==> config.mk <==
export PLATFORM = sky130hd
export DESIGN_NAME = register_file_flat
export DESIGN_NICKNAME = d
export VERILOG_FILES = /design/src/rtl/register_file_pkg.sv /design/src/rtl/register_file_if.sv /design/src/rtl/register_file_mux_32x1.sv /design/src/rtl/register_file.sv /design/src/flat_wrapper.sv
export SDC_FILE = /design/constraint.sdc
export NUM_CORES = 2
export LEC_CHECK = 0
export BUFFER_PORTS_ARGS = -buffer_cell sky130_fd_sc_hd__buf_4
export CORE_ASPECT_RATIO = 0.8
export CORE_MARGIN = 2
export CORE_UTILIZATION = 45
export CTS_BUF_LIST = sky130_fd_sc_hd__clkbuf_4 sky130_fd_sc_hd__clkbuf_8
export DETAILED_ROUTE_END_ITERATION = 10
export PLACE_DENSITY = 0.58
export SLEW_MARGIN = 20
export SYNTH_ARGS = -nofsm -noshare
export SYNTH_HDL_FRONTEND = slang
export SYNTH_SLANG_ARGS = --single-unit
==> constraint.sdc <==
create_clock -name clk -period 5.6 [get_ports clk]
set_input_delay 0.56 -clock clk [delete_from_list [all_inputs] [get_ports clk]]
set_output_delay 0.56 -clock clk [all_outputs]
set_load 0.02 [all_outputs]
==> src/rtl/register_file_pkg.sv <==
// rtl/register_file_pkg.sv - shared widths, counts and well-known register indices for the register file
package register_file_pkg;
    localparam int REG_DATA_W = 32;
    localparam int REG_ADDR_W = 5;
    localparam int REG_COUNT  = 32;

    localparam logic [REG_ADDR_W-1:0] REG_ZERO = 5'd0;
    localparam logic [REG_ADDR_W-1:0] REG_RA   = 5'd31;

    // A write only lands when enabled and not aimed at the hardwired zero register.
    function automatic logic is_writable(input logic we, input logic [REG_ADDR_W-1:0] wa);
        return we && (wa != REG_ZERO);
    endfunction
endpackage

==> src/rtl/register_file_if.sv <==
// rtl/register_file_if.sv - write/read port bundle between decode logic (master) and the register file (slave)
interface register_file_if
    import register_file_pkg::*;
#(
    parameter int DATA_W = REG_DATA_W,
    parameter int ADDR_W = REG_ADDR_W
);
    logic              we;
    logic [ADDR_W-1:0] wa;
    logic [DATA_W-1:0] wd;
    logic [ADDR_W-1:0] ra1;
    logic [ADDR_W-1:0] ra2;
    logic [DATA_W-1:0] rd1;
    logic [DATA_W-1:0] rd2;

    modport master (output we, wa, wd, ra1, ra2, input rd1, rd2);
    modport slave  (input we, wa, wd, ra1, ra2, output rd1, rd2);
endinterface

==> src/rtl/register_file_mux_32x1.sv <==
// rtl/register_file_mux_32x1.sv - 32-input combinational read mux used for each register file read port
module mux_32x1 #(
    parameter int W = 32
) (
    input  logic [4:0]   i_sel,
    input  logic [W-1:0] i_in [32],
    output logic [W-1:0] o_out
);
    assign o_out = i_in[i_sel];
endmodule

==> src/rtl/register_file.sv <==
// rtl/register_file.sv - MIPS 32x32 register file, two async read ports, one sync write port, r0 hardwired to zero
// Optional write-through bypass on both read ports when REGFILE_BYPASS_EN is defined.
module register_file
    import register_file_pkg::*;
#(
    parameter int DATA_W = REG_DATA_W,
    parameter int ADDR_W = REG_ADDR_W
) (
    input  logic          clk,
    input  logic          rst_n,
    register_file_if.slave bus
);
    localparam int N = 1 << ADDR_W;

    logic [DATA_W-1:0] r_regs   [N];
    logic [DATA_W-1:0] w_mux_in [N];
    logic              w_wr_en;
    logic [DATA_W-1:0] w_rd1_raw;
    logic [DATA_W-1:0] w_rd2_raw;

    assign w_wr_en = is_writable(bus.we, bus.wa);

    always_ff @(posedge clk or negedge rst_n) begin
        if (!rst_n) begin
            for (int i = 0; i < N; i++) begin
                r_regs[i] <= '0;
            end
        end else if (w_wr_en) begin
            r_regs[bus.wa] <= bus.wd;
        end
    end

    // Input 0 of each mux is tied to zero so r0 never depends on storage contents.
    always_comb begin
        w_mux_in    = r_regs;
        w_mux_in[0] = '0;
    end

    mux_32x1 #(.W(DATA_W)) u_rd1_mux (
        .i_sel (bus.ra1),
        .i_in  (w_mux_in),
        .o_out (w_rd1_raw)
    );

    mux_32x1 #(.W(DATA_W)) u_rd2_mux (
        .i_sel (bus.ra2),
        .i_in  (w_mux_in),
        .o_out (w_rd2_raw)
    );

`ifdef REGFILE_BYPASS_EN
    logic w_byp1;
    logic w_byp2;

    assign w_byp1  = rst_n && w_wr_en && (bus.ra1 == bus.wa);
    assign w_byp2  = rst_n && w_wr_en && (bus.ra2 == bus.wa);
    assign bus.rd1 = w_byp1 ? bus.wd : w_rd1_raw;
    assign bus.rd2 = w_byp2 ? bus.wd : w_rd2_raw;
`else
    assign bus.rd1 = w_rd1_raw;
    assign bus.rd2 = w_rd2_raw;
`endif
endmodule

==> src/flat_wrapper.sv <==
// flat-port wrapper written by rule: the top's interface ports become plain ports
module register_file_flat import register_file_pkg::*;
#(
    parameter int DATA_W = REG_DATA_W,
    parameter int ADDR_W = REG_ADDR_W
)
  (clk, rst_n, bus_we, bus_wa, bus_wd, bus_ra1, bus_ra2, bus_rd1, bus_rd2);
  register_file_if #(.DATA_W(DATA_W), .ADDR_W(ADDR_W)) bus_i ();
  input  logic clk;
  input  logic rst_n;
  input wire logic [$bits(bus_i.we)-1:0] bus_we;
  input wire logic [$bits(bus_i.wa)-1:0] bus_wa;
  input wire logic [$bits(bus_i.wd)-1:0] bus_wd;
  input wire logic [$bits(bus_i.ra1)-1:0] bus_ra1;
  input wire logic [$bits(bus_i.ra2)-1:0] bus_ra2;
  output wire logic [$bits(bus_i.rd1)-1:0] bus_rd1;
  output wire logic [$bits(bus_i.rd2)-1:0] bus_rd2;
  assign bus_i.we = bus_we;
  assign bus_i.wa = bus_wa;
  assign bus_i.wd = bus_wd;
  assign bus_i.ra1 = bus_ra1;
  assign bus_i.ra2 = bus_ra2;
  assign bus_rd1 = bus_i.rd1;
  assign bus_rd2 = bus_i.rd2;
  register_file #(.DATA_W(DATA_W), .ADDR_W(ADDR_W)) u_core (.clk(clk), .rst_n(rst_n), .bus(bus_i));
endmodule
==> results.md <==
* Number of max-cap violations at 0
* Largest register FFs at 992
* Instance count after placement with tap cells included at 4950
* Fillcell total at 9766
* Category of the critical setup timing path: in -> out
* Proportion of register bits with asynchronous set or reset after synthesis at 100%
* Final-layout worst hold slack at 155 ps
* Leakage power total at 25.7 nW
* Final layout net count at 3634
* Main synth FF type: dfrtp_1
* Instance count along the most critical hold path at 2
* Startpoint kind of the worst setup timing path: input pin
* Required @ worst endpoint at 5040 ps
* DIE AREA at 0.121 mm²
* Crit. End Element: output pin
* Most frequent cells in the layout: mux2_2 (1021), dfrtp_1 (992), mux4_2 (384)
* Vertical die dimension at 312 µm
* Buffer cell driving the clock tree root: clkbuf_8
* Arrival time at the worst endpoint at 3690 ps
* Leading registers by flop count: u_core.r_regs (992)
* Place WS at 1420 ps
* Antenna-violating nets left at 0
* Portion of synthesized cell area occupied by the leading cell type at 46.5%
* Total iterations of the first detailed-routing run at 5
* Status: finished, final reports clean
* Top cells by area, synth: dfrtp_1 (47%), mux2_2 (22%), mux4_2 (16%)
* Synthesized netlist net count at 3664
* Library cell contributing the largest single delay on the critical path: nor2b_4
* Cell variety after synth at 29
* Worst min-delay path category: in -> reg
* Max H-tree Level at 4
* IR Drop Worst-Case VDD at 237 µV
* Sum of overflow across all layers after global routing at 0
* Placer Congestion at 0.821
* Maximum single-stage delay on the critical path at 700 ps
* Final Hold Violating Endpoints at 0
* Final setup violation count at 0
* Count of yosys warnings during synthesis at 0
* Headroom to the max-slew limit at 22.8%
* Initial antenna violation count at 7
* Tightest Pin Transition at 1160 ps
* Initial core utilization at 45.5%
* Sequential area share after synthesis at 46.5%
* Commonest non-fill, non-tap cell in the layout: mux2_2
* Time the final worst path needs with I/O delays and setup at 4250 ps
* Total area of multi-input combinational cells at 0.0268 mm²
* Number of flip-flops and latches in the synthesized netlist at 992
* Share of cells above drive strength 1 at 52.9%
* Clock buffer count from CTS at 170
* Vias in the first global route at 37000
* Overall die width at 389 µm
* Worst-path fanout max at 39
* Placed wire-length estimate after detailed placement at 102000 µm
* Overall global routing resource usage at 28.9%
* Register with the highest flop count: u_core.r_regs
* Worst-case clock skew at 0 ps
* Core outline area at 0.117 mm²
* Layout Cells excl Fill at 5258
* Clock latency on the worst-skew pair at 880 ps
* Number of violations reported at the end of detailed-routing iteration 0 at 2884
* Setup repair after global routing missed its margin: no
* Avg Inst Size Synth at 14.8 µm²
* Fin worst setup slack at 1350 ps
* Cell taking the most area after synthesis: dfrtp_1
* Clock transition at path regs at 60 ps
* Accumulated negative setup slack at 0 ps
* Detailed-route DRC error count at 0
* Relative area change from synthesis to final layout at 10.6%
* TritonCTS clock tree: yes
* Max Clk Rate at 0.235 GHz
* Port Buffer Count at 113
* Power density over the cells at 361 mW/mm²
* Average detailed-routed wire length per instance at 33.4 µm
* Combined flip-flop and latch cell area at 0.0248 mm²
* Vias/cell at 6.62
* Aggregate routed wire length at 176000 µm
* Clock Sink Count at 992
* Synthesized area at 0.0533 mm²
* Final core area utilization at 50.4%
* Critical Path, Cell by Cell: buf_4 -> nor2b_4 -> buf_4 -> a22o_1 -> a211oi_1 -> o31ai_1 -> buf_4
* Number of pins with negative max-slew slack in the final report at 0
* Reg2Reg Depth at 1
* Standard-cell rows at 112
* Largest net degree at the start of global routing at 161
* Most used cell, CP: buf_4
* Max Buffers Root-to-Sink at 3
* Count of boundary I/O pins at 114
* Number of enable-type register cells in the synthesized netlist at 0
* Number of vias in the routed layout at 34800
* Wire length of the first global-routing pass at 256000 µm
* Post-route clock period utilization at 75.9%
* Post-synthesis cell count at 3614
-- critical path: cells and delay by family --
family	cells	cell delay [ps]
AOI/OAI and AO/OA	3	960
and+or+nand+nor	1	700
buffers and inverters	3	1400
-- what timing repair did --
item / 4_1_cts / 5_1_grt
hold buffers: 1 / 0
resized for setup: 0 / 0
hold endpoints to repair: 71 / 0
buffers inserted: 0 / 0
-- metrics by stage --
step	cell area [µm²]	power (mW)
global placement	55300	14.0
global route	59000	22.2
floorplan	53300	12.8
finish	59000	21.3
detailed placement	55400	14.3
CTS	59000	21.4
-- final timing paths --
kind,start,end,slack (ps)
setup / recovery,bus_ra2[1],bus_rd2[1],1350
hold / removal,bus_wd[19],u_core.r_regs[211],150
setup reg to reg,u_core.r_regs[621],u_core.r_regs[621],4790
hold reg to reg,u_core.r_regs[292],u_core.r_regs[292],510
max in group asynchronous,rst_n,u_core.r_regs[453],3880
min in group asynchronous,rst_n,u_core.r_regs[406],280
-- cell families after synthesis --
kind of cell / Yosys count / share of synthesized area (%)
AO/OA/AOI/OAI: 447 / 6.29
AND/OR/NAND/NOR: 131 / 1.44
buffers and inverters: 411 / 3.59
multiplexers: 1633 / 42.1
flip-flops: 992 / 46.5
-- per-layer routing --
layer	part of all wire [%]	global-route usage [%]	up-vias	routed length, µm
li1	-	-	14000	-
met1	43	39.8	18900	75400
met2	47	45.3	1470	82100
met3	6.8	5.52	401	11900
met4	3.7	11.8	6	6430
met5	0.020	0	-	36
-- where the power goes --
| group | internal, mW | switching (mW) | total, mW | leakage (nW) |
|---|---|---|---|---|
| registers | 8.58 | 1.04 | 9.62 | 12.7 |
| clock network | 3.90 | 3.13 | 7.03 | 1.92 |
| logic | 2.66 | 1.96 | 4.61 | 11.1 |
| total | 15.1 | 6.12 | 21.3 | 25.7 |
-- cell usage after synthesis, types with 16 or more instances --
library cell	count
buf_2	143
o31ai_1	64
o21ai_1	64
mux2_2	1021
mux2i_1	194
nor2_1	16
a211oi_1	64
buf_4	23
mux4_2	384
dfrtp_1	992
o22ai_1	64
mux2_1	34
and2_1	66
a22o_1	191
clkbuf_1	215
-- area by class of cell --
class,instances,area share [%]
Multi-Input combinational cell,2211,45.5
Sequential cell,992,42.1
Clock buffer,276,5.81
Tap cell,1539,3.26
Timing Repair Buffer,207,3.03
Clock inverter,27,0.312
Antenna cell,4,0.0170
Inverter,2,0.0127
No activity file was read; power rests on OpenSTA's default activity.
